### config.mk
export PLATFORM = sky130hd
export DESIGN_NAME = period_capture
export DESIGN_NICKNAME = d
export VERILOG_FILES = /design/src/rtl/period_capture.sv
export SDC_FILE = /design/constraint.sdc
export NUM_CORES = 1
export LEC_CHECK = 0
export BUFFER_PORTS_ARGS = -buffer_cell sky130_fd_sc_hd__buf_2
export CAP_MARGIN = 20
export CELL_PAD_IN_SITES_DETAIL_PLACEMENT = 1
export CELL_PAD_IN_SITES_GLOBAL_PLACEMENT = 1
export CORE_ASPECT_RATIO = 0.75
export CORE_MARGIN = 2
export CORE_UTILIZATION = 50
export CTS_BUF_LIST = sky130_fd_sc_hd__clkbuf_8
export DETAILED_ROUTE_END_ITERATION = 8
export GPL_TIMING_DRIVEN = 0
export MAX_ROUTING_LAYER = met4
export PLACE_DENSITY_LB_ADDON = 0.15
export SETUP_SLACK_MARGIN = 0.4
export SYNTH_ARGS = -nofsm -noshare
export SYNTH_HDL_FRONTEND = slang
export SYNTH_SLANG_ARGS = --single-unit
### constraint.sdc
create_clock -name clk -period 3.4 [get_ports clk]
set_clock_uncertainty 0.2 [all_clocks]
set_input_delay 0.34 -clock clk [delete_from_list [all_inputs] [get_ports clk]]
set_output_delay 0.34 -clock clk [all_outputs]
set_load 0.01 [all_outputs]
### src/rtl/period_capture.sv
// Measures the period and high time of an asynchronous toggling input in clk cycles.
// A capture waits in period/high_time until acknowledged; a capture that arrives while one is still pending is dropped.
module period_capture #(
  parameter int WIDTH       = 16,
  parameter int SYNC_STAGES = 2
) (
  input  logic             clk,
  input  logic             rst,
  input  logic             en,
  input  logic             sig_in,
  input  logic             ack,
  output logic [WIDTH-1:0] period,
  output logic [WIDTH-1:0] high_time,
  output logic             valid,
  output logic             overrun,
  output logic             timeout
);

  localparam logic [WIDTH-1:0] CNT_MAX = '1;
  localparam logic [WIDTH-1:0] CNT_ONE = WIDTH'(1);

  typedef enum logic [1:0] {IDLE, ARM, MEASURE} state_t;

  state_t                 state, state_d;
  logic [WIDTH-1:0]       cnt, cnt_d;
  logic [WIDTH-1:0]       hcap, hcap_d;
  logic [WIDTH-1:0]       period_d, high_d;
  logic                   valid_d, overrun_d, timeout_d;
  logic                   capture;
  logic [SYNC_STAGES-1:0] sync_q;
  logic                   hist;
  logic                   sync_s, rise, fall;

  // The synchronizer keeps running while en is low, so that no false edge appears when measurement resumes.
  always_ff @(posedge clk or posedge rst) begin
    if (rst) begin
      sync_q <= '0;
      hist   <= 1'b0;
    end else begin
      sync_q <= {sync_q[SYNC_STAGES-2:0], sig_in};
      hist   <= sync_q[SYNC_STAGES-1];
    end
  end

  assign sync_s = sync_q[SYNC_STAGES-1];
  assign rise   = sync_s & ~hist;
  assign fall   = ~sync_s & hist;

  always_comb begin
    state_d   = state;
    cnt_d     = cnt;
    hcap_d    = hcap;
    period_d  = period;
    high_d    = high_time;
    valid_d   = valid;
    overrun_d = overrun;
    timeout_d = timeout;
    capture   = 1'b0;

    if (!en) begin
      state_d   = IDLE;
      cnt_d     = '0;
      hcap_d    = '0;
      valid_d   = 1'b0;
      overrun_d = 1'b0;
      timeout_d = 1'b0;
    end else begin
      case (state)
        IDLE: begin
          state_d = ARM;
          cnt_d   = '0;
          hcap_d  = '0;
        end
        ARM: begin
          if (rise) begin
            state_d = MEASURE;
            cnt_d   = CNT_ONE;
            hcap_d  = '0;
          end
        end
        MEASURE: begin
          if (rise) begin
            capture = 1'b1;
            cnt_d   = CNT_ONE;
            hcap_d  = '0;
          end else if (cnt == CNT_MAX) begin
            // The counter is saturated with no edge in sight: abandon this period and re-arm.
            timeout_d = 1'b1;
            state_d   = ARM;
            cnt_d     = '0;
            hcap_d    = '0;
          end else begin
            cnt_d = cnt + CNT_ONE;
            if (fall) hcap_d = cnt;
          end
        end
        default: state_d = IDLE;
      endcase

      // An ack arriving with a capture frees the slot in the same cycle.
      if (capture) begin
        if (!valid || ack) begin
          period_d = cnt;
          high_d   = hcap;
          valid_d  = 1'b1;
        end else begin
          overrun_d = 1'b1;
        end
      end else if (ack && valid) begin
        valid_d = 1'b0;
      end
    end
  end

  always_ff @(posedge clk or posedge rst) begin
    if (rst) begin
      state     <= IDLE;
      cnt       <= '0;
      hcap      <= '0;
      period    <= '0;
      high_time <= '0;
      valid     <= 1'b0;
      overrun   <= 1'b0;
      timeout   <= 1'b0;
    end else begin
      state     <= state_d;
      cnt       <= cnt_d;
      hcap      <= hcap_d;
      period    <= period_d;
      high_time <= high_d;
      valid     <= valid_d;
      overrun   <= overrun_d;
      timeout   <= timeout_d;
    end
  end

endmodule

Word-level counts from Yosys, hierarchy flattened
Cells that the tools add are included.

$add $sub $neg: 1. Multipliers: 0. Div/mod/pow operators: 0. Magnitude comparators: 0. Eq/ne operators: 15. Shifts and indexed selects: 0. Mux-type cells: 30. Bitwise logic cells: 4. Reductions and logical operators: 11.

Operator list (number): 2-to-1 mux 16 bit (9); case mux 16 bit (3 select lines) (2); adder 16 x 1 -> 16 bit, second input constant (1); equality test 16 bit, second input constant (1); 2-to-1 mux 1 bit (14); AND reduction 3 bit (4); != test 3 bit, second input constant (3); 2-to-1 mux 2 bit (4); != test 2 x 1 -> 1 bit, second input constant (3); case mux 2 bit (3 select lines) (1); AND reduction 2 bit (3); != test 5 bit, second input constant (1); != test 2 bit, second input constant (2); != test 4 x 1 -> 1 bit, second input constant (1); != test 3 x 1 -> 1 bit, second input constant (1); != test 3 x 2 -> 1 bit, second input constant (1); AND 1 bit (2); equality test 2 x 1 -> 1 bit, second input constant (1); equality test 2 bit, second input constant (1); zero test 2 bit (1); inverter 1 bit (2); logical AND 1 bit (1); zero test 1 bit (1); logical OR 1 bit (1).

Register bits after elaboration: 72. Latch bits: 0. Memory bits (writable): 0. Memory bits (read-only): 0. Output and inout bits: 35. Word-level logic and storage cells: 71. Memories kept: 0.

Longest topological paths before layout
Gate-level depths: netlist of the first run.

Depth after elaboration: 7. Gate-level depth with buffers: 9. Gate-level depth less buffers: 6.

Worst setup path after synthesis of the first run
OpenSTA, ideal clock, no wires.

Path type: register -> register. Start: register state[0]. End: register hcap[0]. Library setup time: 0.121 ns. Arrival: 1.673 ns. Data required time: 3.079 ns. Path slack: 1.406 ns. Cell stages (with the launch flop): 8. Path buffers: 1. Cell sequence: dfrtp_1 inv_1 ha_1 nor3b_1 a31o_2 a31o_4 buf_6 a22o_1.

Cells in the longest elaborated chain, start to end: 3. Elaborated cells between the ends (all ways): 9. Those cells by class: eq/ne: 5; mux: 2; reduce/logical: 2.

RTL lines: from (decl) (RTL line 24) `state_t state, state_d;`; from (signal assigned) (RTL line 126) `state <= state_d;`; equality test 2 bit, or another cell as far along (RTL line 68) `case (state)`; != test 5 bit (no line), or another cell as far along; AND reduction 3 bit (no line) or 2-to-1 mux 16 bit (tied branches); to (signal assigned) (RTL line 128) `hcap <= hcap_d;`; to (decl) (RTL line 26) `logic [WIDTH-1:0] hcap, hcap_d;`.

Several ways; a longest one is shown, not always the timed one. A chain may end at the register's enable or synchronous reset.

Worst setup path after layout of the first run
Start: register state[0]. End: register cnt[11].

Cells in the longest elaborated chain, start to end: 3. Elaborated cells between the ends (all ways): 8. Those cells by class: eq/ne: 4; mux: 2; reduce/logical: 2.

RTL lines: equality test 2 bit, or another cell as far along (RTL line 68); case mux 16 bit (3 select lines), or another cell as far along (RTL line 68); 2-to-1 mux 16 bit or AND reduction 2 bit (tied branches); to (signal assigned) (RTL line 127) `cnt <= cnt_d;`; to (decl) (RTL line 25) `logic [WIDTH-1:0] cnt, cnt_d;`.

Several ways; a longest one is shown, not always the timed one.

==> flow_metrics.env, run 1 <==
export IMPL_status="finished, violations left"
export IMPL_violations="hold timing"
export IMPL_grt_usage_pct=25.0
export IMPL_hold_slack_ns=-0.0340
export IMPL_critical_path_top_delay_family="simple AND/OR/NAND/NOR gates"
export IMPL_final_nets=337
export IMPL_top_level_ports=40
export IMPL_fin_crit_ns=2.43
export IMPL_synth_compound_area_share_pct=13.3
export IMPL_antenna_found_initial=0
export IMPL_final_layout_size_suffix_gt1_share_pct=34.6
export IMPL_synth_yosys_seq_area_share_pct=55.3
export IMPL_cp_num_buf_inv=2
export IMPL_finalHoldViolCount=57
export IMPL_dr_pass1_iters=4
export IMPL_synth_warnings=0
export IMPL_cts_sinks=72
export IMPL_crit_type="register to register"
export IMPL_grt_pass1_vias=2557
export IMPL_reg2reg_to="cnt[11]"
export IMPL_cp_num_cells=6
export IMPL_reg2regPathDepth=6
export IMPL_cp_arrival_ns=2.50
export IMPL_finalCritPeriodShare_pct=71.4
export IMPL_hold_class="input pin to async pin"
export IMPL_synth_xor_area_share_pct=0
export IMPL_switching_power_uw=631
export IMPL_p_per_area_nw_per_um2=530
export IMPL_clock_latency_ns=0.36
export IMPL_place_congestion=0.800
export IMPL_cts_root_buf="clkbuf_8"
export IMPL_synth_top_area_share_pct=55.3
export IMPL_cpMaxStageDelayCell="nor4_4"
export IMPL_vias=2450
export IMPL_synth_most_common_cell="dfrtp_1"
export IMPL_core_um2=6290
export IMPL_slew_headroom_pct=41.5
export IMPL_dp_hpwl_um=5280
export IMPL_setup_viol=0
export IMPL_synth_avg_cell_area_um2=11.8
export IMPL_clockPowerShare_pct=34.8
export IMPL_dr_first_iter_drc_count=127
export IMPL_path_cells="inv_1 > ha_1 > inv_1 > nor4_4 > nand2_1 > o211ai_1"
export IMPL_reg2reg_slack_ns=0.97
export IMPL_cts_tree="built"
export IMPL_die_width_um=97.2
export IMPL_wirelength_um=7910
export IMPL_path_clk_slew_ns=0.08
export IMPL_grt_ovfl_total=0
export IMPL_worst_slew_pin_slew_ns=0.877
export IMPL_rows=25
export IMPL_yosysUniqueCellTypes=41
export IMPL_yosys_register_bits=72
export IMPL_synth_fp_nets=286
export IMPL_die_h_um=73.9
export IMPL_max_freq_ghz=0.412
export IMPL_end_kind="register"
export IMPL_finalMaxSlewViolations=0
export IMPL_muxShareOfSynthArea_pct=10.6
export IMPL_vias_per_cell=5.93
export IMPL_drv_cap=0
export IMPL_crit_path_start_kind="register"
export IMPL_crit_top_cell="inv_1"
export IMPL_cp_endpoint="cnt[11]"
export IMPL_synthSimpleGateAreaFrac_pct=14.1
export IMPL_rsz0062_at_grt="false"
export IMPL_seqPwrFrac_pct=44.4
export IMPL_total_power_uw=2000
export IMPL_netlist_area_um2=3260
export IMPL_p_int_uw=1360
export IMPL_synth_edf_count=0
export IMPL_n_fill_cell=687
export IMPL_crit_required_ns=3.47
export IMPL_grt_max_degree=73
export IMPL_leakage_uw=0.00188
export IMPL_ant_nets=0
export IMPL_timing_rr_start="state[0]"
export IMPL_io_buffer_count=39
export IMPL_synthFlopType="dfrtp_1"
export IMPL_clk_path_buf_depth=2
export IMPL_synth_top_family_by_area="simple AND/OR/NAND/NOR gates"
export IMPL_post_cts_resized=0
export IMPL_initial_core_util_pct=51.8
export IMPL_drcViolationCount=0
export IMPL_async_flop_share_pct=100
export IMPL_syn_inst=276
export IMPL_fin_setup_tns_ns=0
export IMPL_switching_share_pct=31.6
export IMPL_cts_hold_fix_buffers=1
export IMPL_vdd_ir_drop_max_mv=0.332
export IMPL_cp_max_fo=9
export IMPL_die_area_um2=7180
export IMPL_htree_levels=3
export IMPL_area_delta_synth_final_pct=15.8
export IMPL_synth_common_cells="dfrtp_1 (72), mux2_2 (27), nand2_1 (24), a31oi_1 (12), o21ai_0 (12)"
export IMPL_cts_buffers=9
export IMPL_yosys_area_share_adder_pct=1.92
export IMPL_grt_pass1_wl_um=13200
export IMPL_combPwrFrac_pct=20.8
export IMPL_cts_setup_buffers=0
export IMPL_wire_per_inst_um=19.1
export IMPL_startpoint="state[0]"
export IMPL_critPathMaxStageDelay_ns=0.55
export IMPL_yosys_area_top_type="dfrtp_1"
export IMPL_synthTopCellsByArea="dfrtp_1 (55%), mux2_2 (9.3%), nand2_1 (2.8%)"
export IMPL_diodes=0
[registers in the layout, indices dropped and copies added, names as in the netlist]
name       flops
hcap          16
cnt           16
sync_q         2
high_time     16
valid          1
timeout        1
overrun        1
hist           1
period        16
state          2
[through the flow]
stage | utilization (%) | hold WS [ns] | instance area (um2) | setup slack [ns] | cells
after floorplan | - | 0.131 | 3260 | 1.04 | 276
after global placement | 56.5 | 0.143 | 3550 | 0.225 | 396
after detailed placement | 56.5 | 0.136 | 3550 | 1.06 | 396
after CTS | 59.9 | 0.00211 | 3770 | 0.977 | 413
after global routing | 59.9 | 0.0425 | 3770 | 0.734 | 413
final | 59.9 | -0.0340 | 3770 | 0.972 | 413
[cell families (layout without fill, tap and decap cells)]
family	after synthesis	count (layout)
buffers and inverters	29	85
AND/OR/NAND/NOR	77	77
flip-flops	72	72
adder cells (fa/ha/maj)	5	5
multiplexers	31	31
AO/OA/AOI/OAI	62	62
[cell type report]
cell class / count / area [um2] / share of cell area, %
flip-flops and latches: 72 / 1800 / 47.8
multi-input cells: 175 / 1300 / 34.5
repair buffers: 40 / 205 / 5.44
clock buffers: 10 / 138 / 3.65
plain buffers: 19 / 116 / 3.09
well taps: 81 / 101 / 2.69
clock inverters: 6 / 66.3 / 1.76
inverters: 10 / 40.0 / 1.06
[power by group through the flow]
stage                     registers, uW  clock network [uW]  logic [uW]
after global placement              904                   0         387
after global routing                890                 745         462
after floorplan                     901                   0         303
final                               887                 693         415
after detailed placement            904                   0         400
after CTS                           887                 704         413
[worst min-delay path by stage]
stage	from	endpoint	slack (ns)
final	rst	high_time[5]	-0.03
after CTS	rst	high_time[4]	0.002
after floorplan	sync_q[0]	sync_q[1]	0.13
after global placement	sync_q[0]	sync_q[1]	0.14
after global routing	rst	high_time[5]	0.04
after detailed placement	sync_q[0]	sync_q[1]	0.14
[worst register-to-register path: stages (launching register included)]
cell	delay [ns]
dfrtp_1	0.39
inv_1	0.10
ha_1	0.40
inv_1	0.15
nor4_4	0.55
nand2_1	0.30
o211ai_1	0.25
[cell usage in the layout (no fill, tap or decap), types with 7 or more instances in the layout]
cell / Yosys / layout
dfrtp_1: 72 / 72
a21oi_1: 7 / 7
nand3_1: 10 / 10
nand4_1: 7 / 7
a31oi_1: 12 / 12
clkbuf_8: 0 / 10
o21ai_0: 12 / 12
buf_2: 9 / 48
inv_1: 10 / 9
a22o_1: 10 / 10
nand2_1: 24 / 24
mux2_2: 27 / 27
[metal layers]
| metal | GRT usage (%) | routed length, um | up-vias |
|---|---|---|---|
| met5 | - | 0 | - |
| met1 | 30.2 | 3390 | 1262 |
| met3 | 7.80 | 385 | 16 |
| li1 | - | - | 1106 |
| met2 | 40.5 | 3950 | 66 |
| met4 | 8.76 | 182 | 0 |
(Power assumes the default switching activity.)
==> inputs of run 2 (changes only) <==
- CORE_UTILIZATION: 50 -> 43
- clock period: 3.4 -> 2.2 ns (I/O delays scaled with it)
==> flow_metrics.env, run 2 (synthesized netlist as in run 1, its figures left out) <==
export IMPL_p_per_area_nw_per_um2=857
export IMPL_rsz0062_at_grt="true"
export IMPL_initial_core_util_pct=44.4
export IMPL_drcViolationCount=0
export IMPL_stdcell_area_um2=4340
export IMPL_cp_arrival_ns=2.17
export IMPL_place_congestion=0.814
export IMPL_antenna_found_initial=0
export IMPL_grt_usage_pct=22.7
export IMPL_final_common_cell="dfrtp_1"
export IMPL_max_freq_ghz=0.478
export IMPL_vdd_ir_drop_max_mv=0.545
export IMPL_finalMaxSlewViolations=0
export IMPL_slew_headroom_pct=71.0
export IMPL_dr_pass1_iters=4
export IMPL_cts_tree="built"
export IMPL_rows=27
export IMPL_status="completed"
export IMPL_reg2regPathDepth=7
export IMPL_finalCritPeriodShare_pct=95.1
export IMPL_htree_levels=3
export IMPL_reg2reg_slack_ns=0.11
export IMPL_drv_cap=0
export IMPL_post_dp_cell_area_um2=3660
export IMPL_final_layout_size_suffix_gt1_share_pct=46.6
export IMPL_crit_path_start_kind="register"
export IMPL_dp_hpwl_um=5360
export IMPL_wire_per_inst_um=19.6
export IMPL_core_um2=7330
export IMPL_cts_buffers=9
export IMPL_n_fill_cell=796
export IMPL_grt_pass1_wl_um=13900
export IMPL_clock_latency_ns=0.35
export IMPL_grt_max_degree=31
export IMPL_hold_path_depth=3
export IMPL_io_buffer_count=39
export IMPL_clk_path_buf_depth=2
export IMPL_finalHoldViolCount=0
export IMPL_end_kind="register"
export IMPL_cts_root_buf="clkbuf_8"
export IMPL_vias=2598
export IMPL_dr_first_iter_drc_count=161
export IMPL_hold_slack_ns=0.0283
export IMPL_die_area_um2=8290
export IMPL_hold_class="input pin to register"
export IMPL_fin_crit_ns=2.09
export IMPL_wirelength_um=9110
export IMPL_vias_per_cell=5.60
export IMPL_crit_required_ns=2.28
export IMPL_layout_common_cells="dfrtp_1 (70), buf_2 (40), buf_4 (27)"
export IMPL_top_level_ports=40
export IMPL_path_clk_slew_ns=0.08
export IMPL_area_delta_synth_final_pct=33.4
export IMPL_reg2reg_to="cnt[4]"
export IMPL_crit_type="register to register"
export IMPL_hold_end="valid"
export IMPL_cp_max_fo=4
export IMPL_setup_viol=0
export IMPL_diodes=0
export IMPL_final_nets=368
export IMPL_leakage_uw=0.00212
export IMPL_grt_ovfl_total=0
export IMPL_worst_slew_pin_slew_ns=0.430
export IMPL_timing_rr_start="state[0]"
export IMPL_ant_nets=0
export IMPL_grt_pass1_vias=2663
export IMPL_die_width_um=104
export IMPL_die_h_um=79.4
export IMPL_cts_sinks=72
export IMPL_hp_start="ack"
run 2: cell types whose count changed in the layout (fill, tap and decap cells not counted), moves of 4 or more:
| cell | previous run | this run |
|---|---|---|
| o21ai_1 | 0 | 4 |
| buf_12 | 0 | 4 |
| clkbuf_1 | 5 | 1 |
| buf_2 | 48 | 40 |
| o21ai_0 | 12 | 7 |
| buf_6 | 4 | 11 |
| ha_1 | 5 | 1 |
| buf_4 | 1 | 27 |
run 2: worst max-delay path by stage:
stage	cells past startpoint	from	slack (ns)	endpoint
6_report	7	state[0]	0.11	cnt[4]
5_1_grt	7	state[0]	0.03	cnt[10]
4_1_cts	7	state[1]	0.22	hcap[8]
3_5_place_dp	6	state[0]	-0.07	cnt[11]
3_3_place_gp	7	cnt[0]	-0.03	hcap[5]
2_1_floorplan	7	cnt[0]	0.27	hcap[0]
run 2: worst max-delay path: stages, from the launching register on:
cell	delay, ns
dfrtp_1	0.42
inv_2	0.09
ha_4	0.32
clkinvlp_4	0.15
buf_4	0.16
nor4_1	0.42
o21ai_0	0.18
o21ai_2	0.09
run 2: per-stage QoR:
step | total power, uW | TNS, ns | setup slack (ns) | std cells | utilization [%]
detailed placement | 2090 | -0.374 | -0.0657 | 418 | 49.9
finish | 3720 | 0 | 0.107 | 464 | 59.2
global route | 3870 | 0 | 0.0334 | 464 | 59.2
global placement | 2070 | -0.268 | -0.0343 | 416 | 49.4
CTS | 3530 | 0 | 0.216 | 453 | 56.9
floorplan | 1910 | 0 | 0.270 | 276 | -
run 2: area by class of cell:
class                      instances  area (um2)  share of cell area, %
sequential                        72        1800                   41.6
clock inverter                     7         104                   2.39
inverter                          10        45.0                   1.04
buffer                            19         176                   4.06
clock buffer                       9         124                   2.85
tap                              101         126                   2.91
timing repair buffer              71         512                   11.8
multi-input combinational        175        1450                   33.4
run 2: per-layer routing:
metal / global-route usage [%] / wire length (um)
met3: 6.24 / 476
met5: - / 0
met1: 28.4 / 4120
met2: 35.4 / 4340
met4: 9.59 / 176
run 2: timing repair:
action                                 in CTS  in global routing
resized for setup                          31                 20
hold buffers                                2                  0
buffers inserted                           16                 10
endpoints found under the hold margin      33                  0
setup endpoints to repair                  66                 66
gates cloned                                1                  1
pin swaps                                  11                 10
run 2: power by group:
| group | internal [uW] | switching, uW |
|---|---|---|
| clock | 652 | 555 |
| combinational | 526 | 612 |
| sequential | 1350 | 29.0 |
| total | 2530 | 1200 |
==> inputs of run 3 (changes only) <==
- CORE_UTILIZATION: 43 -> 42
- CTS_BUF_LIST: sky130_fd_sc_hd__clkbuf_8 -> default
==> flow_metrics.env, run 3 (synthesized netlist as in run 1, its figures left out) <==
export IMPL_cp_max_fo=5
export IMPL_vdd_ir_drop_max_mv=0.413
export IMPL_area_delta_synth_final_pct=41.4
export IMPL_status="completed"
export IMPL_cpMaxStageDelayCell="dfrtp_1"
export IMPL_hold_slack_ns=0.0438
export IMPL_combPwrFrac_pct=38.6
export IMPL_switching_power_uw=1330
export IMPL_grt_max_degree=40
export IMPL_die_h_um=80.2
export IMPL_setup_viol=0
export IMPL_dr_first_iter_drc_count=122
export IMPL_critPathMaxStageDelay_ns=0.39
export IMPL_hp_start="ack"
export IMPL_final_nets=382
export IMPL_finalCritPeriodShare_pct=97.4
export IMPL_cts_root_buf="clkbuf_8"
export IMPL_grt_pass1_vias=2675
export IMPL_worst_slew_pin_slew_ns=0.855
export IMPL_rsz0062_at_grt="true"
export IMPL_leakage_uw=0.00225
export IMPL_cts_tree="built"
export IMPL_wire_per_inst_um=21.7
export IMPL_dr_pass1_iters=4
export IMPL_clk_path_buf_depth=2
export IMPL_core_um2=7430
export IMPL_crit_required_ns=2.26
export IMPL_slew_headroom_pct=42.9
export IMPL_seqPwrFrac_pct=34.3
export IMPL_crit_top_cell="buf_4"
export IMPL_top_level_ports=40
export IMPL_finalMaxSlewViolations=0
export IMPL_reg2regPathDepth=8
export IMPL_cts_buffers=9
export IMPL_fin_crit_ns=2.14
export IMPL_crit_path_start_kind="register"
export IMPL_reg2reg_to="cnt[11]"
export IMPL_grt_ovfl_total=0
export IMPL_path_cells="inv_2 > ha_4 > clkinvlp_4 > buf_4 > nor4_4 > buf_4 > nand2_4 > o211ai_1"
export IMPL_path_clk_slew_ns=0.08
export IMPL_switching_share_pct=33.1
export IMPL_drv_cap=0
export IMPL_diodes=0
export IMPL_die_area_um2=8480
export IMPL_crit_type="register to register"
export IMPL_initial_core_util_pct=43.8
export IMPL_cp_arrival_ns=2.20
export IMPL_io_buffer_count=39
export IMPL_grt_pass1_wl_um=14500
export IMPL_stdcell_area_um2=4600
export IMPL_p_int_uw=2680
export IMPL_fin_setup_tns_ns=0
export IMPL_total_power_uw=4000
export IMPL_hold_end="valid"
export IMPL_vias_per_cell=5.73
export IMPL_critical_path_top_delay_family="buffers and inverters"
export IMPL_finalHoldViolCount=0
export IMPL_timing_rr_start="state[0]"
export IMPL_final_common_cell="dfrtp_1"
export IMPL_wirelength_um=10400
export IMPL_ant_nets=0
export IMPL_cts_sinks=72
export IMPL_final_core_util_pct=61.9
export IMPL_place_congestion=0.817
export IMPL_reg2reg_slack_ns=0.06
export IMPL_end_kind="register"
export IMPL_dp_hpwl_um=5340
export IMPL_rows=27
export IMPL_cp_num_buf_inv=4
export IMPL_multi_input_area_um2=1550
export IMPL_hold_class="input pin to register"
export IMPL_drcViolationCount=0
export IMPL_grt_usage_pct=23.4
export IMPL_clockPowerShare_pct=27.1
export IMPL_final_layout_size_suffix_gt1_share_pct=49.6
export IMPL_post_dp_cell_area_um2=3640
export IMPL_die_width_um=106
export IMPL_antenna_found_initial=0
export IMPL_hold_path_depth=3
export IMPL_n_fill_cell=780
export IMPL_htree_levels=3
export IMPL_clock_latency_ns=0.36
export IMPL_layout_common_cells="dfrtp_1 (70), buf_2 (40), buf_4 (31)"
export IMPL_vias=2740
export IMPL_seqCellArea_um2=1800
export IMPL_max_freq_ghz=0.466
export IMPL_p_per_area_nw_per_um2=870
==> run 3: power by group through the flow <==
stage                     Combinational, uW  Clock [uW]  Sequential (uW)
after floorplan                         512           0             1390
after global placement                  671           0             1400
after detailed placement                695           0             1400
after CTS                              1210        1110             1370
after global routing                   1610        1170             1370
final                                  1550        1090             1370
==> run 3: worst max-delay path by stage <==
stage             start  endpoint  slack (ns)  depth (start not counted)
2_1_floorplan    cnt[0]   hcap[0]        0.27                          7
3_5_place_dp     cnt[0]   hcap[0]       -0.08                          7
3_3_place_gp     cnt[0]   hcap[5]       -0.04                          7
4_1_cts        state[0]  hcap[10]        0.21                          7
6_report       state[0]   cnt[11]        0.06                          8
5_1_grt        state[0]   cnt[11]      -0.005                          8
==> run 3: layout make-up <==
| cell class | instances | area share (%) |
|---|---|---|
| Timing Repair Buffer | 85 | 14.7 |
| Inverter | 10 | 0.979 |
| Clock buffer | 10 | 2.99 |
| Tap cell | 101 | 2.75 |
| Buffer | 19 | 4.27 |
| Sequential cell | 72 | 39.2 |
| Multi-Input combinational cell | 175 | 33.6 |
| Clock inverter | 6 | 1.47 |
==> run 3: worst register-to-register path, stage by stage (launching register included) <==
cell        delay [ns]
dfrtp_1           0.39
inv_2             0.09
ha_4              0.34
clkinvlp_4        0.14
buf_4             0.16
nor4_4            0.19
buf_4             0.20
nand2_4           0.09
o211ai_1          0.26
==> run 3: metrics by stage <==
stage	setup slack, ns	std cells
finish	0.0564	478
floorplan	0.270	276
global placement	-0.0359	416
CTS	0.211	466
global route	-0.00509	478
detailed placement	-0.0779	417
==> run 3: routing by layer <==
metal / GRT usage (%) / part of all wire, % / vias up
met1: 30.5 / 45 / 1414
li1: - / - / 1209
met4: 5.92 / 2.6 / 0
met2: 37.2 / 48 / 84
met5: - / 0 / -
met3: 5.76 / 4.3 / 33
==> run 3: what timing repair did <==
item | CTS | global route
endpoints found under the setup margin | 66 | 66
pin swaps | 25 | 17
setup buffers | 29 | 12
gates cloned | 2 | 0
endpoints found under the hold margin | 39 | 0
resized for setup | 46 | 36
hold buffers | 2 | 0
